--- src/rtl/regfile_access_ctrl.sv ---
`default_nettype none
// ============================================================================
// Module   : regfile_access_ctrl
// Brief    : Arbitrates the 8x16 register file's write port and SR1 read port
//            between CPU writeback and a debug requester (write, read,
//            clear-all, dump-all over a req/ack handshake). CPU writes always
//            win; the CPU is stalled while debug owns SR1 or a clear runs.
// Revision : 1.0 - initial release
// ============================================================================
module regfile_access_ctrl #(
    parameter int W    = 16,
    parameter int NREG = 8
) (
    input  logic         clk,
    input  logic         reset,
    // CPU datapath side
    input  logic         cpu_ld_reg,
    input  logic [2:0]   cpu_dr,
    input  logic [2:0]   cpu_sr1,
    input  logic [2:0]   cpu_sr2,
    input  logic [W-1:0] cpu_d_in,
    output logic         cpu_stall,
    // Debug requester side
    input  logic         dbg_req,
    input  logic [1:0]   dbg_op,
    input  logic [2:0]   dbg_addr,
    input  logic [W-1:0] dbg_wdata,
    output logic         dbg_busy,
    output logic         dbg_ack,
    output logic         dbg_rvalid,
    output logic [W-1:0] dbg_rdata,
    output logic [2:0]   dbg_rindex,
    // Register file side
    output logic         rf_ld_reg,
    output logic [2:0]   rf_dr,
    output logic [2:0]   rf_sr1,
    output logic [2:0]   rf_sr2,
    output logic [W-1:0] rf_d_in,
    input  logic [W-1:0] rf_sr1_out
);

    typedef enum logic [2:0] {
        S_IDLE  = 3'd0,
        S_WRITE = 3'd1,
        S_READ  = 3'd2,
        S_CLEAR = 3'd3,
        S_DUMP  = 3'd4,
        S_ACK   = 3'd5
    } state_t;

    localparam logic [1:0] c_OP_WRITE = 2'b00;
    localparam logic [1:0] c_OP_READ  = 2'b01;
    localparam logic [1:0] c_OP_CLEAR = 2'b10;
    localparam logic [2:0] c_LAST_IDX = 3'(NREG - 1);

    state_t         r_state;
    logic [2:0]     r_addr;
    logic [W-1:0]   r_wdata;
    logic [2:0]     r_idx;
    logic           r_ack;
    logic           r_rvalid;
    logic [W-1:0]   r_rdata;
    logic [2:0]     r_rindex;

    // Register-file port mux: CPU pass-through unless debug owns a port this cycle
    always_comb begin
        rf_ld_reg = cpu_ld_reg;
        rf_dr     = cpu_dr;
        rf_d_in   = cpu_d_in;
        rf_sr1    = cpu_sr1;
        case (r_state)
            S_WRITE: begin
                if (!cpu_ld_reg) begin
                    rf_ld_reg = 1'b1;
                    rf_dr     = r_addr;
                    rf_d_in   = r_wdata;
                end
            end
            S_CLEAR: begin
                if (!cpu_ld_reg) begin
                    rf_ld_reg = 1'b1;
                    rf_dr     = r_idx;
                    rf_d_in   = '0;
                end
            end
            S_READ:  rf_sr1 = r_addr;
            S_DUMP:  rf_sr1 = r_idx;
            default: ;
        endcase
    end

    assign rf_sr2     = cpu_sr2;
    assign cpu_stall  = (r_state == S_READ) || (r_state == S_DUMP) || (r_state == S_CLEAR);
    assign dbg_busy   = (r_state != S_IDLE);
    assign dbg_ack    = r_ack;
    assign dbg_rvalid = r_rvalid;
    assign dbg_rdata  = r_rdata;
    assign dbg_rindex = r_rindex;

    // Debug FSM: accepts a request, sequences the operation, then acks for one cycle
    always_ff @(posedge clk) begin
        if (reset) begin
            r_state  <= S_IDLE;
            r_addr   <= '0;
            r_wdata  <= '0;
            r_idx    <= '0;
            r_ack    <= 1'b0;
            r_rvalid <= 1'b0;
            r_rdata  <= '0;
            r_rindex <= '0;
        end else begin
            // ack and rvalid are single-cycle pulses unless re-asserted below
            r_ack    <= 1'b0;
            r_rvalid <= 1'b0;
            case (r_state)
                S_IDLE: begin
                    if (dbg_req) begin
                        r_addr  <= dbg_addr;
                        r_wdata <= dbg_wdata;
                        r_idx   <= '0;
                        case (dbg_op)
                            c_OP_WRITE: r_state <= S_WRITE;
                            c_OP_READ:  r_state <= S_READ;
                            c_OP_CLEAR: r_state <= S_CLEAR;
                            default:    r_state <= S_DUMP;
                        endcase
                    end
                end
                S_WRITE: begin
                    // the mux performs the write in this same cycle when the CPU is quiet
                    if (!cpu_ld_reg) begin
                        r_ack   <= 1'b1;
                        r_state <= S_ACK;
                    end
                end
                S_READ: begin
                    r_rdata  <= rf_sr1_out;
                    r_rindex <= r_addr;
                    r_rvalid <= 1'b1;
                    r_ack    <= 1'b1;
                    r_state  <= S_ACK;
                end
                S_CLEAR: begin
                    // a CPU write steals the cycle, so the clear index holds
                    if (!cpu_ld_reg) begin
                        if (r_idx == c_LAST_IDX) begin
                            r_ack   <= 1'b1;
                            r_state <= S_ACK;
                        end else begin
                            r_idx <= r_idx + 3'd1;
                        end
                    end
                end
                S_DUMP: begin
                    // reads never conflict with the CPU write port, so no stalling here
                    r_rdata  <= rf_sr1_out;
                    r_rindex <= r_idx;
                    r_rvalid <= 1'b1;
                    if (r_idx == c_LAST_IDX) begin
                        r_ack   <= 1'b1;
                        r_state <= S_ACK;
                    end else begin
                        r_idx <= r_idx + 3'd1;
                    end
                end
                S_ACK:   r_state <= S_IDLE;
                default: r_state <= S_IDLE;
            endcase
        end
    end

endmodule
`default_nettype wire

--- config.mk ---
export PLATFORM = sky130hd
export DESIGN_NAME = regfile_access_ctrl
export DESIGN_NICKNAME = d
export VERILOG_FILES = /design/src/rtl/regfile_access_ctrl.sv
export SDC_FILE = /design/constraint.sdc
export NUM_CORES = 1
export LEC_CHECK = 0
export CELL_PAD_IN_SITES_DETAIL_PLACEMENT = 1
export CELL_PAD_IN_SITES_GLOBAL_PLACEMENT = 2
export CORE_MARGIN = 3
export CORE_UTILIZATION = 21
export CTS_CLUSTER_DIAMETER = 150
export DETAILED_ROUTE_END_ITERATION = 10
export PLACE_DENSITY_LB_ADDON = 0.05
export SKIP_LAST_GASP = 1
export SYNTH_ARGS = -nofsm -noshare
export SYNTH_HDL_FRONTEND = slang
export SYNTH_SLANG_ARGS = --single-unit
--- constraint.sdc ---
create_clock -name clk -period 1.8 [get_ports clk]
set_input_delay 0.36 -clock clk [delete_from_list [all_inputs] [get_ports clk]]
set_output_delay 0.36 -clock clk [all_outputs]
set_load 0.02 [all_outputs]
* Word-level counts from Yosys, hierarchy flattened
Cells that the tools add are included.
Word-level totals: register bits 46, input bits 66, output and inout port bits 49
Cells by class: add/sub/neg operators 1, equality and inequality tests 10, multiplexer cells 24, reduce and logical (&&, ||, !) cells 12
Operators by type and width (count):
- 16-bit 2-to-1 mux | 2
- 16-bit one-hot mux with 2 select lines | 1
- 3-bit 2-to-1 mux | 9
- 3-bit one-hot mux with 2 select lines | 3
- 3-bit one-hot mux with 3 select lines | 2
- 3-bit one-hot mux with 5 select lines | 1
- 3-bit by 2-bit equality test with 1-bit output, second input constant | 2
- 3-bit equality test, second input constant | 2
- 2-bit inequality test, second input constant | 3
- 3-bit AND reduction | 2
- 3-bit nonzero test | 2
- 1-bit 2-to-1 mux | 5
- 1-bit one-hot mux with 4 select lines | 1
- 2-bit OR reduction | 2
- 3-bit by 1-bit adder with 3-bit output, second input constant | 1
- 3-bit by 1-bit equality test with 1-bit output, second input constant | 1
- 3-bit zero test | 1
- 2-bit by 1-bit equality test with 1-bit output, second input constant | 1
- 2-bit equality test, second input constant | 1
- 2-bit zero test | 1
- 1-bit logical OR | 2
- 2-bit AND reduction | 1
- 2-bit nonzero test | 1

* Longest topological paths before layout
depth in word-level cells 4, mapped depth 6, mapped depth without buffers 5

* Worst setup path after synthesis
No wires, ideal clock.
path kind register to output, from register r_state[2], to output rf_d_in[10], arrival 1.509 ns, setup slack -0.069 ns, cell stages (with the launch flop) 5, buffers on the path 2, cells stage by stage dfxtp_1 buf_6 or3b_1 clkbuf_1 o21ai_0
On the way: word-level cells in the longest chain between the ends 2, elaborated cells between the ends (all ways) 3
Ends and longest elaborated chain:
- start, declared | line 56 | state_t r_state;
- start signal, assigned | line 103 | r_state <= S_IDLE;
- start signal, assigned | line 122 | c_OP_WRITE: r_state <= S_WRITE;
- start signal, assigned | line 123 | c_OP_READ: r_state <= S_READ;
- 3-bit by 2-bit equality test with 1-bit output / 3-bit by 1-bit equality test with 1-bit output (equally long branches) | line 71 | case (r_state)
- 16-bit one-hot mux with 2 select lines * | line 71
- end, declared | line 38 | output logic [W-1:0] rf_d_in,
Mark *: on every way between the ends. The rest lies on a longest branch, timed or not.

* Worst setup path in the final report
from register r_state[0], to output rf_d_in[9]
The elaborated chain is that of the path after synthesis.

==> flow_metrics.env <==
export IMPL_grtUsageMet2_pct=26.1
export IMPL_status="finished, violations left"
export IMPL_worstRegToRegCells=6
export IMPL_finalHoldViolCount=0
export IMPL_ir_drop_v=0.000389
export IMPL_synth_compound_area_share_pct=23.2
export IMPL_synth_mux_area_share_pct=2.56
export IMPL_power_density_mw_per_mm2=810
export IMPL_crit_fanout=6
export IMPL_synthSimpleGateAreaFrac_pct=23.2
export IMPL_post_route_drc_count=0
export IMPL_grt_use_met1_pct=19.5
export IMPL_fin_nets=498
export IMPL_yosysWarnings=0
export IMPL_antenna_found_initial=0
export IMPL_ant_nets=0
export IMPL_dieWidth_um=112
export IMPL_synth_nets=371
export IMPL_antenna_cells=0
export IMPL_setup_slack_ns=-0.217
export IMPL_stdcell_count=564
export IMPL_arrival_ns=1.66
export IMPL_gp_congestion=0.693
export IMPL_fin_crit_sh_pct=112
export IMPL_layout_commonest_cell="clkdlybuf4s50_1"
export IMPL_die_area_sq_mm=0.0125
export IMPL_cp_end_kind="output pin"
export IMPL_clkTransAtPathRegs_ns=0.09
export IMPL_cts_buffer_depth=2
export IMPL_fin_util_pct=41.3
export IMPL_clk_latency_ns=0.30
export IMPL_dp_hpwl_um=5860
export IMPL_synth_distinct_cells=37
export IMPL_wl_per_cell_um=16.7
export IMPL_ys_seq_area_share_pct=39.3
export IMPL_cts_buffers_inserted=5
export IMPL_core_area_sq_mm=0.0106
export IMPL_first_pass_iters=4
export IMPL_worstHoldStart="reset"
export IMPL_hold_depth=2
export IMPL_period_minus_slack_ns=2.02
export IMPL_grt_pass1_wl_um=15400
export IMPL_wirelength_um=9440
export IMPL_io_buffers=108
export IMPL_synth_area_sq_mm=0.00234
export IMPL_root_buffer="clkbuf_8"
export IMPL_setup_viol=23
export IMPL_grtUsageTotal_pct=15.2
export IMPL_rows=37
export IMPL_synth_fa_ha_area_share_pct=2.67
export IMPL_syn_area_per_cell_sq_um=7.81
export IMPL_initialDrtViolationCount=36
export IMPL_reg2reg_slack_ns=0.08
export IMPL_hold_class="input pin to flip-flop"
export IMPL_synth_ff_type="dfxtp_1"
export IMPL_start_util_pct=22.1
export IMPL_clock_sinks=46
export IMPL_async_flop_share_pct=0
export IMPL_cp_required_ns=1.44
export IMPL_drive_gt1_share_pct=29.7
export IMPL_cts_tree="done"
export IMPL_fillerInstances=1228
export IMPL_grt_pass1_vias=2836
export IMPL_postSynthCellCount=300
export IMPL_layout_common_cells="81 x clkdlybuf4s50_1, 43 x dfxtp_1, 41 x nand2_1, 37 x a21oi_1, 26 x buf_4"
export IMPL_via_per_inst=4.65
export IMPL_cap_violations=0
export IMPL_htree_levels=2
export IMPL_fmax_mhz=496
export IMPL_synth_xor_area_share_pct=0.747
export IMPL_reg2reg_from="r_state[0]"
export IMPL_leakage_nw=1.69
export IMPL_startpoint_type="flip-flop"
export IMPL_r2r_end="r_idx[0]"
export IMPL_path_class="flip-flop to output pin"
export IMPL_place_ws_ns=-0.815
export IMPL_io_pins=115
export IMPL_synth_seq_cells=46
export IMPL_grt_max_degree=36
export IMPL_slew_violations=0
export IMPL_finClkSkew_ns=0.00765
export IMPL_num_vias=2625
export IMPL_top_usage_layer="met2"
export IMPL_use_met3_pct=3.53
export IMPL_rsz0062_at_grt="yes"
export IMPL_globalRouteOverflowTotal=0
export IMPL_hold_end="r_state[2]"
export IMPL_holdBufCountCts=0
export IMPL_die_y_um=112
export IMPL_placed_cells=535
export IMPL_synth_edf_count=0
export IMPL_failed_checks="negative setup slack"
export IMPL_synth_top_family_by_area="simple AND/OR/NAND/NOR gates"
export IMPL_area_growth_synth_to_final_pct=86.8
export IMPL_relSlewSlack_pct=69.8
export IMPL_max_slew_worst_pin_slew_ns=0.441
[worst max-delay path by stage]
| stage | from | endpoint |
|---|---|---|
| global route | r_state[0] | rf_d_in[11] |
| global placement | cpu_ld_reg | rf_d_in[9] |
| CTS | r_state[0] | rf_d_in[9] |
| floorplan | r_state[2] | rf_d_in[10] |
| detailed placement | cpu_ld_reg | rf_d_in[9] |
| finish | r_state[0] | rf_d_in[9] |
[repair_timing]
item	in CTS	in global routing
gates resized for setup	243	20
gates cloned	7	0
setup endpoints to repair	25	32
pin swaps	33	9
buffers inserted	14	4
[where the power goes]
part | total [mW] | switching [mW] | internal, mW
clock network | 0.794 | 0.384 | 0.410
logic | 1.57 | 0.770 | 0.796
registers | 1.19 | 0.0611 | 1.13
total | 3.55 | 1.22 | 2.33
[sequential cells by signal, summed over array words and instances (netlist names)]
| name | cells |
|---|---|
| r_addr | 3 |
| dbg_ack | 1 |
| r_wdata | 16 |
| dbg_rindex | 3 |
| dbg_rvalid | 1 |
| dbg_rdata | 16 |
| r_state | 3 |
| r_idx | 3 |
[final cells by class]
| type | instances | area (sq um) | share of cell area, % |
|---|---|---|---|
| Clock buffer | 5 | 68.8 | 1.57 |
| Tap cell | 136 | 170 | 3.89 |
| Clock inverter | 3 | 40.0 | 0.915 |
| Sequential cell | 46 | 927 | 21.2 |
| Timing Repair Buffer | 148 | 1600 | 36.6 |
| Inverter | 6 | 22.5 | 0.514 |
| Multi-Input combinational cell | 220 | 1550 | 35.4 |
[metal layers]
metal  wire length [um]  share of wire [%]  vias up
met4                 51               0.54        0
met2               4640                 49       70
met5                  0                  0        -
met1               4260                 45     1258
li1                   -                  -     1293
met3                490                5.2        4
[metrics by stage]
stage	total power [mW]	cell area (sq um)	setup TNS [ns]	hold WS, ns
2_1_floorplan	1.86	2350	-1.03	0.437
3_3_place_gp	2.44	3600	-16.22	0.444
6_report	3.55	4380	-3.90	0.310
5_1_grt	3.77	4380	-5.17	0.294
3_5_place_dp	2.45	3600	-16.72	0.449
4_1_cts	3.56	4270	-4.30	0.278
[cells in the mapped netlist (2+ instances only)]
cell type	n	area (sq um)
a21oi_1	37	185
a31oi_1	2	12.5
buf_2	8	40.0
buf_4	3	22.5
buf_6	6	67.6
clkbuf_1	10	37.5
clkinv_1	2	7.51
dfxtp_1	46	921
ha_1	5	62.6
inv_1	4	15.0
mux2i_1	6	60.1
nand2_1	60	225
nand2b_1	20	125
nand3_1	17	85.1
nor2_1	6	22.5
nor3_1	2	10.0
o211ai_1	2	15.0
o21ai_0	38	190
o221a_2	3	33.8
o22a_1	6	52.6
[critical path, stage by stage, from the launching register on]
cell and delay [ns]:
dfxtp_2 0.35, or3b_4 0.41, buf_12 0.17, buf_16 0.15, o21ai_4 0.12, buf_6 0.13
[cell families after synthesis]
group	Yosys count
xor gates and xnor gates	2
DFF	46
muxes	6
buffers and inverters	34
and+or+nand+nor	113
AOI/OAI and AO/OA	94
adders and majority gates	5
Power figures use the tool's default switching activity.
